==> src/rtl/parallel_to_serial.sv <==
// Parallel-in, serial-out unloader: captures one packed word of `size` elements and streams them out one per beat.
// Optional build macro SERIALIZER_MSB_FIRST_EN emits the highest-index element first.
module parallel_to_serial #(
    parameter int dataWidth = 16,
    parameter int size      = 3
) (
    input  logic                        clk,
    input  logic                        rst,
    input  logic                        ce,
    input  logic                        in_valid,
    output logic                        in_ready,
    input  logic [dataWidth*size-1:0]   data_in,
    output logic                        out_valid,
    input  logic                        out_ready,
    output logic [dataWidth-1:0]        data_out,
    output logic                        out_last,
    output logic                        busy
);

    // state | meaning
    // IDLE  | no word held; ready to accept a new word
    // SHIFT | word held; data_out presents element for beat r_count
    typedef enum logic {
        IDLE  = 1'b0,
        SHIFT = 1'b1
    } state_t;

    localparam int CW = ($clog2(size) < 1) ? 1 : $clog2(size);
    localparam logic [CW-1:0] LAST_IDX = CW'(size - 1);

    state_t                      r_state;
    state_t                      w_state_nxt;
    logic [CW-1:0]               r_count;
    logic [CW-1:0]               w_count_inc;
    logic [dataWidth*size-1:0]   r_hold;
    logic [dataWidth-1:0]        r_data_out;
    logic                        w_shift;
    logic                        w_last_beat;
    logic                        w_in_xfer;
    logic                        w_out_xfer;

    // Maps a beat number to the element it carries in this build's emission order.
    function automatic logic [dataWidth-1:0] f_pick(
        input logic [dataWidth*size-1:0] word,
        input logic [CW-1:0]             beat
    );
        int pos;
`ifdef SERIALIZER_MSB_FIRST_EN
        pos = size - 1 - int'(beat);
`else
        pos = int'(beat);
`endif
        return word[pos*dataWidth +: dataWidth];
    endfunction

    assign w_shift     = (r_state == SHIFT);
    assign w_last_beat = w_shift && (r_count == LAST_IDX);
    assign w_count_inc = r_count + CW'(1);

    // out_ready feeds in_ready combinationally so a new word loads on the final beat with no bubble.
    assign in_ready   = ce & (~w_shift | (w_last_beat & out_ready));
    assign w_in_xfer  = in_valid & in_ready;
    assign w_out_xfer = w_shift & out_ready & ce;

    assign out_valid = w_shift;
    assign out_last  = w_last_beat;
    assign busy      = w_shift;
    assign data_out  = r_data_out;

    always_ff @(posedge clk) begin
        if (!rst) begin
            r_state <= IDLE;
        end else if (ce) begin
            r_state <= w_state_nxt;
        end
    end

    always_comb begin
        w_state_nxt = r_state;
        case (r_state)
            IDLE: begin
                if (w_in_xfer) begin
                    w_state_nxt = SHIFT;
                end
            end
            SHIFT: begin
                if (w_out_xfer && w_last_beat && !w_in_xfer) begin
                    w_state_nxt = IDLE;
                end
            end
            default: w_state_nxt = IDLE;
        endcase
    end

    // data_out is kept as its own register, loaded with the element the next beat will present.
    always_ff @(posedge clk) begin
        if (!rst) begin
            r_count    <= '0;
            r_hold     <= '0;
            r_data_out <= '0;
        end else if (w_in_xfer) begin
            r_hold     <= data_in;
            r_count    <= '0;
            r_data_out <= f_pick(data_in, {CW{1'b0}});
        end else if (w_out_xfer) begin
            if (w_last_beat) begin
                r_count <= '0;
            end else begin
                r_count    <= w_count_inc;
                r_data_out <= f_pick(r_hold, w_count_inc);
            end
        end
    end

endmodule

==> config.mk <==
export PLATFORM = sky130hd
export DESIGN_NAME = parallel_to_serial
export DESIGN_NICKNAME = d
export VERILOG_FILES = /design/src/rtl/parallel_to_serial.sv
export SDC_FILE = /design/constraint.sdc
export NUM_CORES = 1
export LEC_CHECK = 0
export ABC_AREA = 1
export CAP_MARGIN = 20
export CORE_ASPECT_RATIO = 2
export CORE_MARGIN = 2
export CORE_UTILIZATION = 50
export CTS_BUF_LIST = sky130_fd_sc_hd__clkbuf_8 sky130_fd_sc_hd__clkbuf_16
export CTS_CLUSTER_DIAMETER = 30
export DETAILED_ROUTE_END_ITERATION = 7
export GPL_TIMING_DRIVEN = 0
export PLACE_DENSITY = 0.89
export SLEW_MARGIN = 25
export SYNTH_ARGS = -nofsm -noshare
export SYNTH_HDL_FRONTEND = slang
export SYNTH_SLANG_ARGS = --single-unit
export TNS_END_PERCENT = 1
==> constraint.sdc <==
create_clock -name clk -period 2 [get_ports clk]
set_clock_uncertainty 0.05 [all_clocks]
set_input_delay 0.5 -clock clk [delete_from_list [all_inputs] [get_ports clk]]
set_output_delay 0.5 -clock clk [all_outputs]
set_load 0.01 [all_outputs]
==> results.ini <==
[outcome]
status=completed

[timing]
hold_viol=0
tns_ns=0
rsz0062_at_grt=false
relSlewSlack=0.6506
worst_slew_pin_slew_ns=0.5240
fin_ws_ns=0.02835
fin_hold_ws_ns=0.4064
fmaxAchievable_mhz=507.2
period_minus_slack_ns=1.972
slew_viol_final=0
period_share=0.9858
finalSetupViolCount=0

[detailed_routing]
vias_per_cell=5.573
wl_per_cell_um=15.35
drtIter0Drc=195
dr.pass1.iters=5
routed_wl_um=9087
ant_nets=0
drc=0
num_vias=3299

[global_route]
grt_max_degree=18
overflow=0
grt_pass1_vias=3217
antenna_found_initial=0
grt.total_usage=0.2815
grt_pass1_wl_um=14500

[clock_tree]
cts_max_path_buffers=2
tritoncts=done
htreeDepth=3
numClockSinks=67
clkTransAtPathRegs_ns=0.05
clk_latency_ns=0.34
numCtsBuffers=9
cts_root_buffer=clkbuf_16

[yosys]
synth.avg_cell_area_um2=7.045
yosysWarnings=0
synth_nets=498
ys_top_cells_by_area=dfxtp_1 43%, nand2_1 14%, nand3_1 13%
syn_inst=444
yosysTopAreaCell=dfxtp_1
ys_seq_elements=67
synth_cell_types=24
synth_top_area_share=0.4288
post_synth_instance_area_um2=3128
yosysSeqAreaShare=0.4288

[final_layout]
fin_area_um2=4228
postLayoutCoreUtil=0.7040
drive_gt1_frac=0.09452
diodes=0
nets=580
fin_cells=592
area_delta_synth_final_pct=35.16

[placed_design]
place_inst=577
dpl_cell_area_um2=3908
dp_hpwl_um=6615
routabilityCongestion=0.9189
portBuffers=70
pre_cts_ws_ns=-0.7508

[critical_path]
worst-path-max-fanout=7
r2r_start=r_count[0]
cp-startpoint=r_count[0]
ff2ff_path_depth=10
arrival_ns=1.42
cp-endpoint=in_ready
critPathLaunchType=flop
reg2reg_to=data_out[9]
worstPathRequired_ns=1.45
end_kind=output pin
r2r_setup_slack_ns=0.18
worstSetupPathType=reg -> out

[die]
dieWidth_um=59.93
die_area_um2=6943
ios=73
core_um2=6006
start_util=0.5208
die_h_um=115.9
rows=40

[power]
power_density_nw_per_um2=833.8
total_power_mw=3.525
max-vdd-ir-drop_v=0.0005876
leakagePower_nw=1.746

[run]
cap_viol_max_count=0

[min_path]
min_path_type=reg -> reg

-- cell usage after synthesis --
cell type    n
a21oi_1     49
a21oi_2      1
a21oi_4      1
a22oi_1      1
buf_1        1
buf_2       10
buf_4        8
buf_6        4
clkbuf_1    11
clkinv_1     1
clkinv_2     1
dfxtp_1     67
ha_1         1
inv_1       51
inv_2        2
nand2_1    115
nand2_2      2
nand2_4      1
nand3_1     81
nand3_4      1
nand4_4      1
nor2_1       1
o21ai_0     17
o22ai_1     16
-- routing by layer --
metal  track usage  share of wire  up-vias
met3       0.06362          0.054       38
met1        0.2899           0.36     1495
met2        0.4761           0.53      160
li1              -              -     1606
met5             0              0        -
met4        0.2074          0.057        0
-- power by group --
part | switching (mW) | internal, mW | leakage [nW]
Sequential | 0.0386 | 1.42 | 0.551
Combinational | 0.283 | 0.264 | 1.05
Clock | 0.549 | 0.974 | 0.145
Total | 0.870 | 2.66 | 1.75
-- cell families (layout without fill, tap and decap cells) --
logic type | after synthesis | count (layout) | share of synthesized area
flops | 67 | 67 | 0.4288
fa+ha+maj | 1 | 1 | 0.003999
simple gates | 202 | 202 | 0.2888
compound gates | 85 | 85 | 0.1480
buf+inv | 89 | 174 | 0.1304
-- worst max-delay path: stages, from the launching register on --
cell     delay, ns
dfxtp_4       0.37
inv_6         0.06
ha_4          0.15
nand2_4       0.07
a21oi_4       0.18
buf_6         0.13
buf_2         0.12
-- state kept, by name, summed over array words and instances, names as in the netlist --
register / cells
r_count: 2
data_out: 16
busy: 1
r_hold: 48
-- cells in the final DEF, fill, tap and decap left out --
cell	instances
o22ai_1	16
nand3_1	81
clkinv_2	3
inv_6	1
inv_2	1
clkbuf_16	9
nand2_4	2
clkdlybuf4s50_1	66
nor2_1	1
clkbuf_1	11
dfxtp_4	2
nand2_2	1
o21ai_0	17
nand4_4	1
dlygate4sd2_1	3
a21oi_2	1
clkbuf_8	1
ha_4	1
buf_6	5
inv_1	52
clkinv_1	1
a21oi_1	49
a22oi_1	1
nand2_1	115
buf_1	1
buf_2	9
a21oi_4	1
bufinv_16	1
nand3_4	1
buf_4	10
dfxtp_1	65
-- area by class of cell --
| class | count | area, um^2 |
|---|---|---|
| buffer | 32 | 193.9 |
| clock buffer | 10 | 239.0 |
| clock inverter | 4 | 43.79 |
| fill | 493 | 1778 |
| inverter | 55 | 212.7 |
| multi-input combinational | 288 | 1396 |
| sequential | 67 | 1349 |
| tap | 63 | 78.83 |
| timing repair buffer | 73 | 714.4 |
-- repair_timing --
action                                  in CTS  in global routing
resized for setup                           16                  1
pin swaps                                    1                  1
hold buffers                                 0                  0
endpoints found under the hold margin        0                  0
cloned                                       0                  0
buffers inserted                             3                  0
endpoints found under the setup margin      60                  2
-- worst min-delay path by stage --
stage	slack, ns	start	cells after the start	end
global route	0.42	r_hold[37]	2	r_hold[37]
global placement	0.39	r_hold[29]	2	r_hold[29]
finish	0.41	r_hold[30]	2	r_hold[30]
CTS	0.41	r_hold[30]	2	r_hold[30]
floorplan	0.38	r_hold[19]	2	r_hold[19]
detailed placement	0.40	r_hold[30]	2	r_hold[30]
No activity file was read; power rests on OpenSTA's default activity.
